### config.mk
export PLATFORM = sky130hd
export DESIGN_NAME = operand_accumulator
export DESIGN_NICKNAME = d
export VERILOG_FILES = /design/src/rtl/calc_pkg.sv /design/src/rtl/d_flip_flop.sv /design/src/rtl/operand_accumulator.sv
export SDC_FILE = /design/constraint.sdc
export NUM_CORES = 1
export LEC_CHECK = 0
export BUFFER_PORTS_ARGS = -buffer_cell sky130_fd_sc_hd__buf_2
export CORE_ASPECT_RATIO = 1.25
export CORE_MARGIN = 2
export CORE_UTILIZATION = 45
export DETAILED_ROUTE_END_ITERATION = 16
export HOLD_SLACK_MARGIN = 0.08
export PLACE_DENSITY = 0.62
export SYNTH_ARGS = -nofsm -noshare
export SYNTH_HDL_FRONTEND = slang
export SYNTH_SLANG_ARGS = --single-unit
### constraint.sdc
create_clock -name clk -period 7.9 [get_ports clk]
set_clock_uncertainty 0.15 [all_clocks]
set_input_delay 1.58 -clock clk [delete_from_list [all_inputs] [get_ports clk]]
set_output_delay 1.58 -clock clk [all_outputs]
set_load 0.02 [all_outputs]
### src/rtl/calc_pkg.sv
`default_nettype none
// ============================================================================
// Module      : calc_pkg
// Description : Shared types and helpers for the calculator command path.
// Revision    : 1.0 - initial release
// ============================================================================
package calc_pkg;

    localparam int c_RADIX_MIN = 2;
    localparam int c_RADIX_MAX = 16;

    typedef enum logic [1:0] {
        ST_EMPTY = 2'd0,
        ST_ENTRY = 2'd1,
        ST_FULL  = 2'd2
    } acc_state_t;

    typedef enum logic [2:0] {
        OP_NONE  = 3'd0,
        OP_CLEAR = 3'd1,
        OP_START = 3'd2,
        OP_DIGIT = 3'd3,
        OP_BACK  = 3'd4,
        OP_NEG   = 3'd5
    } op_t;

    function automatic int calc_clog2(input int value);
        int r;
        r = 0;
        for (int v = value - 1; v > 0; v = v >> 1) begin
            r = r + 1;
        end
        return r;
    endfunction

    function automatic logic radix_legal(input int radix);
        return (radix >= c_RADIX_MIN) && (radix <= c_RADIX_MAX);
    endfunction

    // Only the highest-priority request survives a cycle.
    function automatic op_t op_select(input logic clear, input logic start,
                                      input logic digit, input logic back,
                                      input logic neg);
        if (clear)      return OP_CLEAR;
        else if (start) return OP_START;
        else if (digit) return OP_DIGIT;
        else if (back)  return OP_BACK;
        else if (neg)   return OP_NEG;
        return OP_NONE;
    endfunction

endpackage
`default_nettype wire

### src/rtl/d_flip_flop.sv
`default_nettype none
// ============================================================================
// Module      : d_flip_flop
// Description : Enabled D register with asynchronous active-low reset.
// Revision    : 1.0 - initial release
// ============================================================================
module d_flip_flop #(
    parameter int WIDTH = 1
) (
    input  logic             clk,
    input  logic             rst,
    input  logic             i_en,
    input  logic [WIDTH-1:0] i_d,
    output logic [WIDTH-1:0] o_q
);

    always_ff @(posedge clk or negedge rst) begin
        if (!rst) begin
            o_q <= '0;
        end else if (i_en) begin
            o_q <= i_d;
        end
    end

endmodule
`default_nettype wire

### src/rtl/operand_accumulator.sv
`default_nettype none
// ============================================================================
// Module      : operand_accumulator
// Description : Keypad digit-entry operand builder with delayed output stage.
// Revision    : 1.0 - initial release
// ============================================================================
module operand_accumulator
    import calc_pkg::*;
#(
    parameter int WIDTH      = 16,
    parameter int RADIX      = 10,
    parameter int MAX_DIGITS = 4,
    parameter int DIGIT_W    = 4
) (
    input  logic                                  clk,
    input  logic                                  rst,
    input  logic [DIGIT_W-1:0]                    digit_in,
    input  logic                                  start,
    input  logic                                  digit_valid,
    input  logic                                  backspace,
    input  logic                                  negate,
    input  logic                                  clear,
    input  logic                                  commit,
    output logic [WIDTH-1:0]                      out_mag,
    output logic                                  out_neg,
    output logic                                  out_valid,
    output logic [calc_clog2(MAX_DIGITS+1)-1:0]   digit_count,
    output logic                                  err
);

    localparam int                 c_CNT_W    = calc_clog2(MAX_DIGITS + 1);
    localparam int                 c_ARITH_W  = WIDTH + DIGIT_W + calc_clog2(RADIX);
    localparam logic [DIGIT_W:0]   c_RADIX_D  = (DIGIT_W + 1)'(RADIX);
    localparam logic [c_CNT_W-1:0] c_CNT_MAX  = c_CNT_W'(MAX_DIGITS);
    localparam logic [c_CNT_W-1:0] c_CNT_ONE  = c_CNT_W'(1);
    localparam acc_state_t         c_START_ST = (MAX_DIGITS == 1) ? ST_FULL : ST_ENTRY;

    generate
        if (!radix_legal(RADIX)) begin : g_bad_radix
            $error("operand_accumulator: RADIX must lie in 2..16");
        end
    endgenerate

    logic [WIDTH-1:0]   r_acc;
    logic               r_neg;
    logic [c_CNT_W-1:0] r_cnt;
    acc_state_t         r_state;
    logic               r_err;

    logic [WIDTH-1:0]   w_nxt_acc;
    logic               w_nxt_neg;
    logic [c_CNT_W-1:0] w_nxt_cnt;
    acc_state_t         w_nxt_state;
    logic               w_accept;
    logic               w_err;

    op_t                w_op;
    logic               w_do_start;
    logic               w_digit_bad;
    logic               w_overflow;
    logic [c_ARITH_W-1:0] w_prod;
    logic [c_CNT_W-1:0] w_cnt_inc;

    assign w_op        = op_select(clear, start, digit_valid, backspace, negate);
    assign w_do_start  = (w_op == OP_START) || ((w_op == OP_DIGIT) && (r_state == ST_EMPTY));
    assign w_digit_bad = ({1'b0, digit_in} >= c_RADIX_D);
    // Widened so the overflow bits are visible before truncating to WIDTH.
    assign w_prod      = c_ARITH_W'(r_acc) * c_ARITH_W'(RADIX) + c_ARITH_W'(digit_in);
    assign w_overflow  = |w_prod[c_ARITH_W-1:WIDTH];
    assign w_cnt_inc   = r_cnt + c_CNT_ONE;

    always_comb begin
        w_nxt_acc   = r_acc;
        w_nxt_neg   = r_neg;
        w_nxt_cnt   = r_cnt;
        w_nxt_state = r_state;
        w_accept    = 1'b0;
        w_err       = 1'b0;
        case (w_op)
            OP_CLEAR: begin
                w_nxt_acc   = '0;
                w_nxt_neg   = 1'b0;
                w_nxt_cnt   = '0;
                w_nxt_state = ST_EMPTY;
                w_accept    = 1'b1;
            end
            OP_START, OP_DIGIT: begin
                if (w_digit_bad) begin
                    w_err = 1'b1;
                end else if (w_do_start) begin
                    w_nxt_acc   = WIDTH'(digit_in);
                    w_nxt_neg   = 1'b0;
                    w_nxt_cnt   = c_CNT_ONE;
                    w_nxt_state = c_START_ST;
                    w_accept    = 1'b1;
                end else if ((r_state == ST_FULL) || w_overflow) begin
                    w_err = 1'b1;
                end else begin
                    w_nxt_acc   = w_prod[WIDTH-1:0];
                    w_nxt_cnt   = w_cnt_inc;
                    w_nxt_state = (w_cnt_inc == c_CNT_MAX) ? ST_FULL : ST_ENTRY;
                    w_accept    = 1'b1;
                end
            end
            OP_BACK: begin
                if (r_state == ST_EMPTY) begin
                    w_err = 1'b1;
                end else begin
                    w_nxt_acc = r_acc / WIDTH'(RADIX);
                    w_nxt_cnt = r_cnt - c_CNT_ONE;
                    w_accept  = 1'b1;
                    if (r_cnt == c_CNT_ONE) begin
                        w_nxt_state = ST_EMPTY;
                        w_nxt_neg   = 1'b0;
                    end else begin
                        w_nxt_state = ST_ENTRY;
                    end
                end
            end
            OP_NEG: begin
                if (r_state != ST_EMPTY) begin
                    w_nxt_neg = ~r_neg;
                    w_accept  = 1'b1;
                end
            end
            default: begin
            end
        endcase
    end

    always_ff @(posedge clk or negedge rst) begin
        if (!rst) begin
            r_acc   <= '0;
            r_neg   <= 1'b0;
            r_cnt   <= '0;
            r_state <= ST_EMPTY;
            r_err   <= 1'b0;
        end else begin
            r_acc   <= w_nxt_acc;
            r_neg   <= w_nxt_neg;
            r_cnt   <= w_nxt_cnt;
            r_state <= w_nxt_state;
            r_err   <= w_err;
        end
    end

    // Accept and commit travel the same depth so out_valid lines up with out_mag.
    logic [1:0]     r_upd_pipe;
    logic [2:0]     r_commit_pipe;
    logic [WIDTH:0] r_out_q;

    d_flip_flop #(.WIDTH(2)) u_upd_pipe (
        .clk  (clk),
        .rst  (rst),
        .i_en (1'b1),
        .i_d  ({r_upd_pipe[0], w_accept}),
        .o_q  (r_upd_pipe)
    );

    d_flip_flop #(.WIDTH(3)) u_commit_pipe (
        .clk  (clk),
        .rst  (rst),
        .i_en (1'b1),
        .i_d  ({r_commit_pipe[1:0], commit}),
        .o_q  (r_commit_pipe)
    );

    d_flip_flop #(.WIDTH(WIDTH + 1)) u_out_reg (
        .clk  (clk),
        .rst  (rst),
        .i_en (r_upd_pipe[1]),
        .i_d  ({r_neg, r_acc}),
        .o_q  (r_out_q)
    );

    assign out_mag     = r_out_q[WIDTH-1:0];
    assign out_neg     = r_out_q[WIDTH];
    assign out_valid   = r_commit_pipe[2];
    assign digit_count = r_cnt;
    assign err         = r_err;

endmodule
`default_nettype wire

# --- Yosys cells after proc, flatten, opt, wreduce, memory -nomap -nowiden ---
# Cells that the tools add are included.
totals:
  register_bits: 45
  in_bits: 12
  word_cells: 85
classes:
  mux: 45
  div: 1
  reduce_logical: 11
  multipliers: 1
  eq_ne: 14
  bitwise_logic: 1
  order_cmp: 1
  add_sub_neg: 3
op_table:
  columns: ["op", "count"]
  rows:
  - ["two-way mux 16 bit", 4]
  - ["case mux 16 bit (3 select lines)", 1]
  - ["two-way mux 3 bit", 10]
  - ["adder 20 x 4 -> 21 bit", 1]
  - ["two-way mux 1 bit", 20]
  - ["multiplier 16 x 3 -> 19 bit (second input constant)", 1]
  - ["divider 16 x 4 -> 16 bit (second input constant)", 1]
  - ["two-way mux 2 bit", 5]
  - ["!= test 2 bit (second input constant)", 5]
  - ["equality test 3 bit (second input constant)", 3]
  - ["case mux 3 bit (3 select lines)", 1]
  - ["case mux 1 bit (4 select lines)", 2]
  - ["OR reduction 8 bit", 1]
  - ["equality test 3 x 1 -> 1 bit (second input constant)", 2]
  - ["equality test 3 x 2 -> 1 bit (second input constant)", 2]
  - ["case mux 2 bit (3 select lines)", 1]
  - ["AND reduction 6 bit", 1]
  - ["greater-or-equal comparator 4 bit (second input constant)", 1]
  - ["AND reduction 4 bit", 1]
  - ["nonzero test 4 bit", 1]
  - ["adder 3 x 1 -> 3 bit (second input constant)", 1]
  - ["!= test 3 bit (second input constant)", 1]
  - ["nonzero test 3 bit", 1]
  - ["subtractor 3 x 1 -> 3 bit (second input constant)", 1]
  - ["8 further kinds", 9]

# --- Longest topological paths before layout ---
# Gate-level depths: netlist (run 1).
depth:
  ltp_word: 12
  mapped_depth: 22
  mapped_depth_nobuf: 20

# --- By module ---
# Synthesis (run 1) repeated with hierarchy kept, for this count alone.
unflattened:
  cells_unflattened: 588
  hier_area_um2: 5062.4
modules_own_cells:
  columns: ["module", "cells_each", "seq_area_each_um2", "n_inst", "area_each_um2"]
  rows:
  - ["operand_accumulator", 542, 575.6, 1, 4195.3]
  - ["d_flip_flop at u_out_reg", 36, 425.4, 1, 685.7]
  - ["d_flip_flop at u_commit_pipe", 6, 75.1, 1, 108.9]
  - ["d_flip_flop at u_upd_pipe", 4, 50.0, 1, 72.6]

# --- Worst setup path before layout (run 1) ---
# Ideal clock, no wire load.
synth_path:
  kind: "register -> register"
  start: "reg r_acc[1]"
  end: "reg r_cnt[2], in the netlist digit_count[2]"
  required_ns: 7.683
  arrival_ns: 4.642
  setup_slack_ns: 3.041
  synth_period_minus_slack_ns: 4.859
  stages_incl_launch_ff: 21
  setup_ns: 0.067
  cell_sequence: "dfrtp_1 ha_1 ha_1 inv_1 fa_1 nor2b_1 o21ai_0 a21boi_0 o21ai_0 a21boi_0 o21ai_0 nand3_1 nand2b_1 or3_1 nor3_1 or4b_2 a211oi_1 o21ai_0 a22oi_1 a21boi_1 a22o_1"
synth_via:
  elab_chain_len: 6
synth_rtl:
  columns: ["item", "line_no", "source"]
  rows:
  - ["start: declaration", "operand_accumulator.sv:44", "logic [WIDTH-1:0] r_acc;"]
  - ["start signal: assignment", "operand_accumulator.sv:139", "r_acc <= w_nxt_acc;"]
  - ["multiplier 16 x 3 -> 19 bit", "operand_accumulator.sv:68", "assign w_prod = c_ARITH_W'(r_acc) * c_ARITH_W'(RADIX) + c_ARITH_W'(digit_in);"]
  - ["adder 20 x 4 -> 21 bit", "operand_accumulator.sv:68", null]
  - ["OR reduction 8 bit", "operand_accumulator.sv:69", "assign w_overflow = |w_prod[c_ARITH_W-1:WIDTH];"]
  - ["logical OR 1 bit", "operand_accumulator.sv:96", "end else if ((r_state == ST_FULL) || w_overflow) begin"]
  - ["!= test 3 bit (no source line)", null, null]
  - ["AND reduction 4 bit (no source line)", null, null]
  - ["end signal: assignment", "operand_accumulator.sv:141", "r_cnt <= w_nxt_cnt;"]
  - ["end: declaration", "operand_accumulator.sv:46", "logic [c_CNT_W-1:0] r_cnt;"]
# No other way between the ends.
# A chain may end at the register's enable or synchronous reset.

# --- Final worst setup path (run 1) ---
layout_path:
  start: "reg r_acc[3]"
  end: "reg r_cnt[2], in the netlist digit_count[2]"
# Same word-level chain as after synthesis.

==> run_summary.xml, run 1 <==
<?xml version="1.0" encoding="UTF-8"?>
<metrics>
  <group name="status">
    <metric name="run_status" unit="">finished, final reports clean</metric>
  </group>
  <group name="cells_and_area">
    <metric name="final_cell_mix" unit="">sky130_fd_sc_hd__nor2_1, sky130_fd_sc_hd__dfrtp_1, sky130_fd_sc_hd__nand2_1</metric>
    <metric name="sequential_cell_area" unit="µm²">1130</metric>
    <metric name="layout-drive-gt1-share" unit="%">17.1</metric>
    <metric name="final_cell_count_no_fill" unit="">742</metric>
    <metric name="nets" unit="">655</metric>
    <metric name="nFillCells" unit="">1081</metric>
    <metric name="diodes" unit="">0</metric>
    <metric name="multiInputGateArea" unit="µm²">3610</metric>
    <metric name="layout.cell_area.non_filler" unit="µm²">5390</metric>
    <metric name="areaGrowthSynthToFinish" unit="%">7.16</metric>
    <metric name="fin_util" unit="%">49.1</metric>
  </group>
  <group name="yosys">
    <metric name="synthesis.nets" unit="">651</metric>
    <metric name="syn-instance-count" unit="">602</metric>
    <metric name="yosys_warnings" unit="">0</metric>
    <metric name="post_synthesis_compound_gate_area_fraction" unit="%">30.7</metric>
    <metric name="postSynthRegisterBits" unit="">45</metric>
    <metric name="post_synth_fa_ha_maj_area_fraction" unit="%">9.70</metric>
    <metric name="synth_mux_area_share" unit="%">6.02</metric>
    <metric name="synthSimpleGateAreaFrac" unit="%">21.1</metric>
    <metric name="synth_edf_count" unit="">0</metric>
    <metric name="post_synthesis_share_of_cell_area_spent_on_xor_and_xnor_gates" unit="%">3.83</metric>
    <metric name="post_synth_instance_area" unit="µm²">5030</metric>
    <metric name="synth_top_family_by_area" unit="">compound AO/OA/AOI/OAI gates</metric>
    <metric name="asyncSetResetFlopFracSynth" unit="%">100</metric>
    <metric name="post_synthesis_cell_type_with_the_largest_combined_area" unit="">sky130_fd_sc_hd__dfrtp_1</metric>
    <metric name="synth-seq-area-share" unit="%">22.4</metric>
    <metric name="synth_top_flop_cell" unit="">sky130_fd_sc_hd__dfrtp_1</metric>
    <metric name="synth_top_area_share" unit="%">22.4</metric>
    <metric name="ys_top_cells_by_area" unit="">sky130_fd_sc_hd__dfrtp_1, sky130_fd_sc_hd__ha_1, sky130_fd_sc_hd__mux2_2, sky130_fd_sc_hd__o21ai_0, sky130_fd_sc_hd__nor2_1</metric>
    <metric name="synth_area_per_cell" unit="µm²">8.36</metric>
    <metric name="synth_cell_type_count" unit="">100</metric>
  </group>
  <group name="global_route">
    <metric name="grt_first_pass_wirelength" unit="mm">21.4</metric>
    <metric name="globalRouteOverflowTotal" unit="">0</metric>
    <metric name="first_global_vias" unit="">4445</metric>
    <metric name="groute.usage.overall" unit="%">21.2</metric>
    <metric name="grt_max_degree" unit="">46</metric>
    <metric name="antenna_found_initial" unit="">0</metric>
  </group>
  <group name="power_and_ir_drop">
    <metric name="power.internal" unit="W">0.000530</metric>
    <metric name="power_per_cell_area" unit="nW/µm²">155</metric>
    <metric name="vdd.ir_drop.worst" unit="µV">95.4</metric>
    <metric name="combPwrFrac" unit="%">36.1</metric>
    <metric name="share_clk_of_total_power" unit="%">30.7</metric>
    <metric name="seqPwrFrac" unit="%">33.2</metric>
    <metric name="switching_power" unit="W">0.000304</metric>
    <metric name="power.leakage" unit="nW">2.26</metric>
    <metric name="power.switching_fraction" unit="%">36.5</metric>
  </group>
  <group name="clocking">
    <metric name="ctsResizeCount" unit="">0</metric>
    <metric name="tritoncts.num_buffers" unit="">5</metric>
    <metric name="cts_setup_buffers" unit="">0</metric>
    <metric name="cts-hold-fix-buffers" unit="">0</metric>
    <metric name="worst_skew_pair.late_latency" unit="ps">290</metric>
    <metric name="clockRootBuffer" unit="">sky130_fd_sc_hd__clkbuf_16</metric>
    <metric name="cts_buffer_depth" unit="">2</metric>
    <metric name="htreeDepth" unit="">2</metric>
    <metric name="cts_tree" unit="">done</metric>
    <metric name="clock_slew_at_reported_path_ffs" unit="ps">70</metric>
    <metric name="clock_sink_count" unit="">45</metric>
  </group>
  <group name="timing">
    <metric name="min_period_over_period" unit="%">76.3</metric>
    <metric name="tightestPinTransition" unit="ps">1090</metric>
    <metric name="setup-tns-final" unit="ps">0</metric>
    <metric name="timing_max_transition_violations_final" unit="">0</metric>
    <metric name="finalSetupViolations" unit="">0</metric>
    <metric name="slew_headroom" unit="%">27.3</metric>
    <metric name="setup_ws" unit="ps">1880</metric>
    <metric name="timing.final.crit_period" unit="ps">6020</metric>
    <metric name="unrepaired_setup_endpoints_after_global_routing" unit="">no</metric>
    <metric name="final_hold_viol_count" unit="">0</metric>
    <metric name="timing.fmax" unit="MHz">166</metric>
  </group>
  <group name="die">
    <metric name="core_area" unit="µm²">11000</metric>
    <metric name="initial_core_utilization" unit="%">45.9</metric>
    <metric name="ios" unit="">34</metric>
    <metric name="floorplan.die.width" unit="µm">98.6</metric>
    <metric name="die_h" unit="µm">122</metric>
    <metric name="rows" unit="">43</metric>
    <metric name="die_area" unit="µm²">12100</metric>
  </group>
  <group name="route">
    <metric name="top_signal_layer_used" unit="">met4</metric>
    <metric name="drc" unit="">0</metric>
    <metric name="firstDrtPassIters" unit="">7</metric>
    <metric name="routed_via_count_divided_by_cell_count" unit="">6.19</metric>
    <metric name="num_vias" unit="">4590</metric>
    <metric name="met2_wirelength" unit="mm">6.20</metric>
    <metric name="wirelength" unit="mm">12.3</metric>
    <metric name="wl_on_met1" unit="mm">5.60</metric>
    <metric name="ant_nets" unit="">0</metric>
    <metric name="detailedRoute.firstIterationViolations" unit="">320</metric>
    <metric name="met3_length" unit="µm">378</metric>
    <metric name="wl_per_cell" unit="µm">16.6</metric>
  </group>
  <group name="worst_setup_path">
    <metric name="critical_path_class" unit="">reg -&gt; reg</metric>
    <metric name="timing.critical_path.slowest_stage_cell" unit="">sky130_fd_sc_hd__dfrtp_1</metric>
    <metric name="crit_arrival" unit="ps">6100</metric>
    <metric name="kind_of_start_point_of_the_critical_path" unit="">register</metric>
    <metric name="max_stage_delay" unit="ps">770</metric>
    <metric name="cp_max_fo" unit="">21</metric>
    <metric name="crit_chain" unit="">ha_1 &gt; ha_1 &gt; inv_1 &gt; fa_1 &gt; nor2b_1 &gt; o21ai_0 &gt; a21boi_0 &gt; o21ai_0 &gt; a21boi_0 &gt; o21ai_0 &gt; a21oi_1 &gt; nand2b_1 &gt; or3_1 &gt; nor3_1 &gt; or4b_2 &gt; a211oi_1 &gt; o21ai_0 &gt; a22oi_1 &gt; a21boi_1 &gt; a22o_1</metric>
    <metric name="most_frequent_cell_on_the_critical_path" unit="">sky130_fd_sc_hd__o21ai_0</metric>
    <metric name="critical_path_buf_inv_count" unit="">1</metric>
    <metric name="critical_path.top_delay_family" unit="">compound AO/OA/AOI/OAI gates</metric>
    <metric name="worst-endpoint-required" unit="ps">7980</metric>
    <metric name="end_kind" unit="">register</metric>
  </group>
  <group name="placement">
    <metric name="place_inst" unit="">734</metric>
    <metric name="routabilityCongestion" unit="">0.885</metric>
    <metric name="postPlaceCellArea" unit="µm²">5220</metric>
    <metric name="dp_slack" unit="ps">1980</metric>
    <metric name="hpwlAfterDp" unit="mm">8.93</metric>
    <metric name="placement.io_buffers" unit="">33</metric>
  </group>
  <group name="min_path">
    <metric name="hold_path.class" unit="">reg -&gt; reg</metric>
  </group>
  <group name="run">
    <metric name="cap_violations" unit="">0</metric>
  </group>
</metrics>
## sequential cells by signal (all words and copies together) (netlist names)
name	cells
err	1
u_upd_pipe.o_q	2
r_state	2
u_out_reg.o_q	17
digit_count	3
u_commit_pipe.o_q	3
r_neg	1
r_acc	16
## cells by family (layout without fill, tap and decap cells)
| logic type | Yosys count | after routing |
|---|---|---|
| DFF | 45 | 45 |
| buffers and inverters | 74 | 79 |
| muxes | 26 | 26 |
| xor gates and xnor gates | 22 | 22 |
| adders and majority gates | 38 | 38 |
| AOI/OAI and AO/OA | 202 | 202 |
| and+or+nand+nor | 195 | 195 |
## routing by layer
| layer | up-vias | global-route usage (%) |
|---|---|---|
| met3 | 13 | 2.28 |
| met1 | 2191 | 27.9 |
| met5 | - | 0 |
| met4 | 0 | 4.79 |
| met2 | 104 | 37.6 |
| li1 | 2282 | - |
## final timing paths
| path | start | endpoint | slack, ps | depth (start not counted) |
|---|---|---|---|---|
| min in group asynchronous | rst | u_out_reg.o_q[5] | 1340 | 1 |
| min | u_upd_pipe.o_q[0] | u_upd_pipe.o_q[1] | 200 | 0 |
| max reg2reg | r_acc[3] | digit_count[2] | 1880 | 20 |
| max | r_acc[3] | digit_count[2] | 1880 | 20 |
| max in group asynchronous | rst | u_out_reg.o_q[9] | 5590 | 1 |
| min reg2reg | u_upd_pipe.o_q[0] | u_upd_pipe.o_q[1] | 200 | 0 |
## through the flow
stage | total power [W] | hold WS [ps]
detailed placement | 0.000582 | 187
finish | 0.000834 | 200
global route | 0.000885 | 209
global placement | 0.000576 | 184
floorplan | 0.000511 | 181
CTS | 0.000842 | 202
## final cells by class
class                           count  share of cell area (%)
Multi-Input combinational cell    483                    66.9
Sequential cell                    45                    20.9
Timing Repair Buffer               35                    3.34
Tap cell                          135                    3.13
Clock buffer                        6                    2.58
Inverter                           36                    2.51
Clock inverter                      2                   0.696
## power by group through the flow
stage / sequential, W / combinational (W) / clock [W]
2_1_floorplan: 0.000272 / 0.000238 / 0
6_report: 0.000277 / 0.000301 / 0.000256
5_1_grt: 0.000280 / 0.000332 / 0.000273
3_3_place_gp: 0.000280 / 0.000296 / 0
3_5_place_dp: 0.000281 / 0.000301 / 0
4_1_cts: 0.000277 / 0.000302 / 0.000263
## cells in the mapped netlist, types with 6 or more instances
library cell	count
sky130_fd_sc_hd__nor2b_1	10
sky130_fd_sc_hd__ha_1	35
sky130_fd_sc_hd__a211oi_1	11
sky130_fd_sc_hd__a21o_1	6
sky130_fd_sc_hd__dfrtp_1	45
sky130_fd_sc_hd__o21ai_0	38
sky130_fd_sc_hd__inv_1	35
sky130_fd_sc_hd__nor2_1	45
sky130_fd_sc_hd__mux2_2	20
sky130_fd_sc_hd__buf_2	7
sky130_fd_sc_hd__o31ai_1	6
sky130_fd_sc_hd__xnor2_1	10
sky130_fd_sc_hd__nand2_1	41
sky130_fd_sc_hd__clkbuf_1	21
sky130_fd_sc_hd__buf_4	7
sky130_fd_sc_hd__nand3_1	8
sky130_fd_sc_hd__nand2b_1	10
sky130_fd_sc_hd__nor3_1	18
sky130_fd_sc_hd__xor2_1	12
sky130_fd_sc_hd__o211ai_1	12
sky130_fd_sc_hd__o22ai_1	14
sky130_fd_sc_hd__a21oi_1	30
sky130_fd_sc_hd__nor4_1	9
sky130_fd_sc_hd__a22o_1	10
## worst reg2reg max path, delay by kind of cell (launching register included)
| kind | cells | cell delay [ps] |
|---|---|---|
| adders and majority gates | 3 | 780 |
| buffers and inverters | 1 | 70 |
| DFF | 1 | 770 |
| and+or+nand+nor | 5 | 1440 |
| AOI/OAI and AO/OA | 11 | 2740 |
Power figures use the tool's default switching activity.
==> run 2, diff against run 1 <==
==> constraint.sdc (replaced) <==
create_clock -name clk -period 5.8 [get_ports clk]
set_clock_uncertainty 0.15 [all_clocks]
set_input_delay 1.16 -clock clk [delete_from_list [all_inputs] [get_ports clk]]
set_output_delay 1.16 -clock clk [all_outputs]
set_load 0.02 [all_outputs]
==> run 2 against run 1 <==
Net effect: critical endpoint is now r_acc[0]; critical path depth decreased by 4; count of clock-buffer cells in the layout is the same; non-clock buffer count up 13; final area grew 2.1%; final cell count is 1.8% higher; register-to-register slack got worse by 1400 ps; global-route usage is 0.054 points higher; first-iteration DRC count shrank 38%.
==> run_summary.xml, run 2 (synthesis results as in run 1) <==
<?xml version="1.0" encoding="UTF-8"?>
<metrics>
  <group name="cells_and_area">
    <metric name="layout-drive-gt1-share" unit="%">19.2</metric>
    <metric name="nets" unit="">668</metric>
    <metric name="diodes" unit="">0</metric>
    <metric name="areaGrowthSynthToFinish" unit="%">9.37</metric>
    <metric name="number_of_flip_flops_in_the_largest_register" unit="">17</metric>
    <metric name="layout.cell_area.non_filler" unit="µm²">5500</metric>
    <metric name="final_cell_mix" unit="">sky130_fd_sc_hd__nor2_1, sky130_fd_sc_hd__dfrtp_1, sky130_fd_sc_hd__nand2_1</metric>
    <metric name="registers_with_the_most_flip_flops" unit="">u_out_reg.o_q x17, r_acc x16</metric>
    <metric name="largest-register" unit="">u_out_reg.o_q</metric>
    <metric name="nFillCells" unit="">1076</metric>
    <metric name="layout_commonest_cell" unit="">sky130_fd_sc_hd__nor2_1</metric>
  </group>
  <group name="power_and_ir_drop">
    <metric name="vdd.ir_drop.worst" unit="µV">168</metric>
    <metric name="combPwrFrac" unit="%">38.0</metric>
    <metric name="power_per_cell_area" unit="nW/µm²">206</metric>
    <metric name="share_clk_of_total_power" unit="%">29.8</metric>
    <metric name="power.leakage" unit="nW">2.33</metric>
    <metric name="power.internal" unit="W">0.000718</metric>
    <metric name="switching_power" unit="W">0.000417</metric>
    <metric name="total_power_consumption" unit="W">0.00113</metric>
    <metric name="seqPwrFrac" unit="%">32.2</metric>
    <metric name="power.switching_fraction" unit="%">36.7</metric>
  </group>
  <group name="clocking">
    <metric name="tritoncts.num_buffers" unit="">5</metric>
    <metric name="htreeDepth" unit="">2</metric>
    <metric name="cts_buffer_depth" unit="">2</metric>
    <metric name="clockRootBuffer" unit="">sky130_fd_sc_hd__clkbuf_16</metric>
    <metric name="clock_sink_count" unit="">45</metric>
    <metric name="ctsResizeCount" unit="">0</metric>
    <metric name="worst_skew_pair.late_latency" unit="ps">300</metric>
    <metric name="cts-hold-fix-buffers" unit="">0</metric>
    <metric name="cts_setup_buffers" unit="">0</metric>
    <metric name="cts_tree" unit="">done</metric>
    <metric name="clock_slew_at_reported_path_ffs" unit="ps">70</metric>
  </group>
  <group name="global_route">
    <metric name="globalRouteOverflowTotal" unit="">0</metric>
    <metric name="grt_first_pass_wirelength" unit="mm">21.3</metric>
    <metric name="groute.usage.overall" unit="%">21.3</metric>
    <metric name="grt_max_degree" unit="">46</metric>
    <metric name="antenna_found_initial" unit="">0</metric>
    <metric name="first_global_vias" unit="">4406</metric>
  </group>
  <group name="run">
    <metric name="cap_violations" unit="">0</metric>
  </group>
  <group name="timing">
    <metric name="worst_hold_slack" unit="ps">201</metric>
    <metric name="setup_ws" unit="ps">438</metric>
    <metric name="timing_max_transition_violations_final" unit="">0</metric>
    <metric name="timing.final.crit_period" unit="ps">5360</metric>
    <metric name="final_hold_viol_count" unit="">0</metric>
    <metric name="min_period_over_period" unit="%">92.4</metric>
    <metric name="setup-tns-final" unit="ps">0</metric>
    <metric name="timing.fmax" unit="MHz">187</metric>
    <metric name="finalSetupViolations" unit="">0</metric>
    <metric name="tightestPinTransition" unit="ps">1090</metric>
    <metric name="slew_headroom" unit="%">27.6</metric>
  </group>
  <group name="route">
    <metric name="num_vias" unit="">4679</metric>
    <metric name="wirelength" unit="mm">12.7</metric>
    <metric name="drc" unit="">0</metric>
    <metric name="ant_nets" unit="">0</metric>
    <metric name="firstDrtPassIters" unit="">5</metric>
    <metric name="wl_per_cell" unit="µm">16.8</metric>
    <metric name="detailedRoute.firstIterationViolations" unit="">199</metric>
    <metric name="routed_via_count_divided_by_cell_count" unit="">6.20</metric>
  </group>
  <group name="worst_setup_path">
    <metric name="worst-endpoint-required" unit="ps">5870</metric>
    <metric name="end_kind" unit="">register</metric>
    <metric name="kind_of_start_point_of_the_critical_path" unit="">register</metric>
    <metric name="max_stage_delay" unit="ps">760</metric>
    <metric name="critical_path_class" unit="">reg -&gt; reg</metric>
    <metric name="crit_chain" unit="">or3b_1 &gt; o22ai_1 &gt; a21oi_2 &gt; a21oi_1 &gt; o31ai_2 &gt; and2_0 &gt; nor4_1 &gt; nor3_1 &gt; a2bb2oi_2 &gt; nand3_1 &gt; o31ai_4 &gt; o211ai_1 &gt; and4b_1 &gt; a211o_1 &gt; mux2_4 &gt; a22oi_2</metric>
    <metric name="cp_max_fo" unit="">21</metric>
    <metric name="crit_arrival" unit="ps">5430</metric>
    <metric name="timing.critical_path.slowest_stage_cell" unit="">sky130_fd_sc_hd__dfrtp_1</metric>
  </group>
  <group name="status">
    <metric name="run_status" unit="">finished, final reports clean</metric>
  </group>
  <group name="die">
    <metric name="die_h" unit="µm">122</metric>
    <metric name="die_area" unit="µm²">12100</metric>
    <metric name="rows" unit="">43</metric>
    <metric name="core_area" unit="µm²">11000</metric>
    <metric name="floorplan.die.width" unit="µm">98.6</metric>
    <metric name="initial_core_utilization" unit="%">45.9</metric>
    <metric name="ios" unit="">34</metric>
  </group>
  <group name="min_path">
    <metric name="hold_path.class" unit="">reg -&gt; reg</metric>
  </group>
  <group name="placement">
    <metric name="hpwlAfterDp" unit="mm">9.33</metric>
    <metric name="placement.io_buffers" unit="">33</metric>
    <metric name="routabilityCongestion" unit="">0.871</metric>
    <metric name="postPlaceCellArea" unit="µm²">5330</metric>
    <metric name="dp_slack" unit="ps">423</metric>
  </group>
</metrics>
==> run 2: path summary, 6_finish.rpt <==
kind / from / slack (ps) / depth (start not counted) / endpoint
min: u_commit_pipe.o_q[1] / 200 / 0 / u_commit_pipe.o_q[2]
min in group asynchronous: rst / 910 / 1 / u_out_reg.o_q[4]
min reg2reg: u_commit_pipe.o_q[1] / 200 / 0 / u_commit_pipe.o_q[2]
max reg2reg: r_acc[15] / 440 / 16 / r_acc[0]
max: r_acc[15] / 440 / 16 / r_acc[0]
max in group asynchronous: rst / 3860 / 1 / r_acc[2]
==> run 2: power groups by stage <==
stage	logic, W	clock network (W)	registers (W)
finish	0.000431	0.000338	0.000365
global route	0.000479	0.000359	0.000370
CTS	0.000431	0.000347	0.000366
floorplan	0.000325	0	0.000371
global placement	0.000423	0	0.000371
detailed placement	0.000429	0	0.000372
==> run 2: layout make-up <==
type | count | area (µm²) | area share (%)
multi-input combinational | 483 | 3610 | 65.7
sequential | 45 | 1130 | 20.5
timing repair buffer | 48 | 290 | 5.27
tap | 135 | 169 | 3.07
inverter | 36 | 135 | 2.46
clock buffer | 6 | 129 | 2.34
clock inverter | 2 | 38.8 | 0.705
==> run 2: metrics by stage <==
step / cells / utilization (%)
2_1_floorplan: 602 / -
3_3_place_gp: 747 / 48.5
3_5_place_dp: 747 / 48.5
4_1_cts: 755 / 50.1
5_1_grt: 755 / 50.1
6_report: 755 / 50.1
==> run 2: critical path, delay by kind of cell (launching register included) <==
kind / cells / cell delay, ps
flip-flops: 1 / 760
multiplexers: 1 / 260
AND/OR/NAND/NOR: 6 / 1610
AO/OA/AOI/OAI: 9 / 2520
==> run 2: metal layers <==
layer	track usage [%]	vias to the layer above	wire, µm
met4	5.65	0	202
met2	37.2	140	6310
li1	-	2294	-
met5	0	-	0
met1	27.7	2225	5590
met3	2.90	20	547
==> run 3, diff against run 2 <==
==> constraint.sdc (replaced) <==
create_clock -name clk -period 5.3 [get_ports clk]
set_clock_uncertainty 0.15 [all_clocks]
set_input_delay 1.06 -clock clk [delete_from_list [all_inputs] [get_ports clk]]
set_output_delay 1.06 -clock clk [all_outputs]
set_load 0.02 [all_outputs]
==> run 3 against run 2 <==
Net effect: clock power increased by 12%; register-to-register slack got worse by 170 ps; critical path depth rose by 4; non-clock buffer count rose by 29; worst hold slack gained 0.65 ps; flip-flop and latch count is the same; utilization rose by 2.5 points; first-iteration DRC count increased by 39%; die area is the same; via count is 2.4% higher; sequential power increased by 6.8%; critical path type unchanged.
==> run_summary.xml, run 3 (synthesis results as in run 1) <==
<?xml version="1.0" encoding="UTF-8"?>
<metrics>
  <group name="clocking">
    <metric name="cts_tree" unit="">done</metric>
    <metric name="clock_sink_count" unit="">45</metric>
    <metric name="cts-hold-fix-buffers" unit="">0</metric>
    <metric name="clock_slew_at_reported_path_ffs" unit="ps">70</metric>
    <metric name="clockRootBuffer" unit="">sky130_fd_sc_hd__clkbuf_16</metric>
    <metric name="worst_skew_pair.late_latency" unit="ps">290</metric>
    <metric name="tritoncts.num_buffers" unit="">5</metric>
    <metric name="cts_buffer_depth" unit="">2</metric>
    <metric name="htreeDepth" unit="">2</metric>
  </group>
  <group name="placement">
    <metric name="placement.io_buffers" unit="">33</metric>
    <metric name="hpwlAfterDp" unit="mm">9.61</metric>
    <metric name="postPlaceCellArea" unit="µm²">5490</metric>
    <metric name="routabilityCongestion" unit="">0.896</metric>
  </group>
  <group name="route">
    <metric name="num_vias" unit="">4789</metric>
    <metric name="drc" unit="">0</metric>
    <metric name="wl_per_cell" unit="µm">16.7</metric>
    <metric name="ant_nets" unit="">0</metric>
    <metric name="routed_via_count_divided_by_cell_count" unit="">6.11</metric>
    <metric name="detailedRoute.firstIterationViolations" unit="">276</metric>
    <metric name="firstDrtPassIters" unit="">7</metric>
    <metric name="wirelength" unit="mm">13.1</metric>
  </group>
  <group name="timing">
    <metric name="worst_hold_slack" unit="ps">202</metric>
    <metric name="finalSetupViolations" unit="">0</metric>
    <metric name="timing.fmax" unit="MHz">199</metric>
    <metric name="timing.final.crit_period" unit="ps">5040</metric>
    <metric name="slew_headroom" unit="%">39.3</metric>
    <metric name="min_period_over_period" unit="%">95.0</metric>
    <metric name="tightestPinTransition" unit="ps">911</metric>
    <metric name="final_hold_viol_count" unit="">0</metric>
    <metric name="timing_max_transition_violations_final" unit="">0</metric>
  </group>
  <group name="die">
    <metric name="die_h" unit="µm">122</metric>
    <metric name="core_area" unit="µm²">11000</metric>
    <metric name="ios" unit="">34</metric>
    <metric name="floorplan.die.width" unit="µm">98.6</metric>
    <metric name="rows" unit="">43</metric>
    <metric name="initial_core_utilization" unit="%">45.9</metric>
    <metric name="die_area" unit="µm²">12100</metric>
  </group>
  <group name="global_route">
    <metric name="met3_usage_grt" unit="%">2.73</metric>
    <metric name="groute.usage.overall" unit="%">21.7</metric>
    <metric name="globalRouteMet2Util" unit="%">38.8</metric>
    <metric name="met1_usage" unit="%">27.1</metric>
    <metric name="grt_max_degree" unit="">46</metric>
    <metric name="globalRouteOverflowTotal" unit="">0</metric>
    <metric name="busiest_layer" unit="">met2</metric>
    <metric name="grt_first_pass_wirelength" unit="mm">21.7</metric>
    <metric name="first_global_vias" unit="">4637</metric>
    <metric name="antenna_found_initial" unit="">0</metric>
  </group>
  <group name="cells_and_area">
    <metric name="layout.cell_area.non_filler" unit="µm²">5780</metric>
    <metric name="nFillCells" unit="">1045</metric>
    <metric name="final_cell_mix" unit="">sky130_fd_sc_hd__nor2_1, sky130_fd_sc_hd__dfrtp_1, sky130_fd_sc_hd__buf_4</metric>
    <metric name="nets" unit="">697</metric>
    <metric name="diodes" unit="">0</metric>
    <metric name="registers_with_the_most_flip_flops" unit="">u_out_reg.o_q x17, r_acc x16</metric>
    <metric name="number_of_flip_flops_in_the_largest_register" unit="">17</metric>
    <metric name="largest-register" unit="">u_out_reg.o_q</metric>
    <metric name="areaGrowthSynthToFinish" unit="%">14.8</metric>
    <metric name="multiInputGateArea" unit="µm²">3660</metric>
    <metric name="sequential_cell_area" unit="µm²">1130</metric>
    <metric name="layout-drive-gt1-share" unit="%">23.9</metric>
  </group>
  <group name="worst_setup_path">
    <metric name="critical_path_buf_inv_count" unit="">4</metric>
    <metric name="timing.rr.end" unit="">r_acc[0]</metric>
    <metric name="most_frequent_cell_on_the_critical_path" unit="">sky130_fd_sc_hd__buf_4</metric>
    <metric name="startpoint_of_the_most_critical_register_to_register_path" unit="">r_acc[12]</metric>
    <metric name="max_stage_delay" unit="ps">490</metric>
    <metric name="critical_path.top_delay_family" unit="">compound AO/OA/AOI/OAI gates</metric>
    <metric name="crit_arrival" unit="ps">5100</metric>
    <metric name="timing.critical_path.slowest_stage_cell" unit="">sky130_fd_sc_hd__or4bb_1</metric>
    <metric name="worst-endpoint-required" unit="ps">5370</metric>
    <metric name="rrSetupSlack" unit="ps">260</metric>
    <metric name="crit_chain" unit="">or4bb_1 &gt; a31oi_2 &gt; a211oi_1 &gt; buf_4 &gt; buf_4 &gt; or4_1 &gt; a41oi_1 &gt; a311oi_2 &gt; mux2i_1 &gt; a2111oi_4 &gt; a21o_4 &gt; o211ai_1 &gt; o31ai_4 &gt; buf_4 &gt; buf_4 &gt; o211ai_1 &gt; o2111ai_1 &gt; nor3_2 &gt; mux2_4 &gt; a22oi_2</metric>
    <metric name="cp_max_fo" unit="">8</metric>
    <metric name="kind_of_start_point_of_the_critical_path" unit="">register</metric>
    <metric name="timing.reg2reg.worst_path_depth" unit="">20</metric>
    <metric name="end_kind" unit="">register</metric>
    <metric name="critical_path_class" unit="">reg -&gt; reg</metric>
  </group>
  <group name="min_path">
    <metric name="whs_endpoint" unit="">u_commit_pipe.o_q[2]</metric>
    <metric name="hold_path.class" unit="">reg -&gt; reg</metric>
    <metric name="worstHoldStart" unit="">u_commit_pipe.o_q[1]</metric>
    <metric name="hold_path_depth" unit="">0</metric>
  </group>
  <group name="run">
    <metric name="cap_violations" unit="">0</metric>
  </group>
  <group name="status">
    <metric name="run_status" unit="">finished, final reports clean</metric>
  </group>
  <group name="power_and_ir_drop">
    <metric name="power.leakage" unit="nW">2.50</metric>
    <metric name="power_per_cell_area" unit="nW/µm²">224</metric>
    <metric name="vdd.ir_drop.worst" unit="µV">150</metric>
  </group>
</metrics>
run 3: cell count changes in the layout (fill, tap and decap cells not counted), moves of 2 or more:
cell,previous run,this run
sky130_fd_sc_hd__buf_4,14,42
sky130_fd_sc_hd__a21oi_2,4,6
sky130_fd_sc_hd__nand2_1,41,39
sky130_fd_sc_hd__a21oi_1,29,27
sky130_fd_sc_hd__nand2_2,1,3
run 3: worst max-delay path by stage:
stage / start / to / slack, ps / depth (start not counted)
floorplan: r_acc[1] / digit_count[2] / 440 / 20
global placement: r_acc[3] / r_acc[5] / 270 / 21
detailed placement: r_acc[3] / r_acc[6] / 90 / 21
CTS: r_acc[3] / r_acc[6] / 50 / 21
global route: r_acc[3] / r_acc[4] / -30 / 21
finish: r_acc[12] / r_acc[0] / 260 / 20
run 3: per-stage QoR:
step           utilization (%)  total power (W)  instances  setup slack, ps  setup TNS, ps
6_report                  52.6          0.00130        784              263              0
5_1_grt                   52.6          0.00137        784            -26.0          -79.8
4_1_cts                   51.6          0.00129        777             49.5              0
3_5_place_dp              50.0         0.000908        769             91.8              0
3_3_place_gp              50.0         0.000898        769              266              0
2_1_floorplan                -         0.000761        602              441              0
run 3: what timing repair did:
action	in CTS	in global routing
resized for setup	0	17
setup buffers	0	7
setup endpoints to repair	0	20
run 3: power breakdown:
group          total [W]  switching [W]  internal (W)
registers       0.000390      0.0000230      0.000367
logic           0.000528       0.000300      0.000228
clock network   0.000377       0.000142      0.000236
run 3: cell type report:
cell class / count / area share, %
multi-input combinational: 483 / 63.3
sequential: 45 / 19.5
timing repair buffer: 77 / 8.86
tap: 135 / 2.92
clock buffer: 6 / 2.40
inverter: 36 / 2.34
clock inverter: 2 / 0.650
run 3: layer usage:
layer	part of all wire, %	vias to the layer above
met3	3.6	29
met1	44	2288
met4	2.4	0
li1	-	2344
met2	50	128
met5	0	-
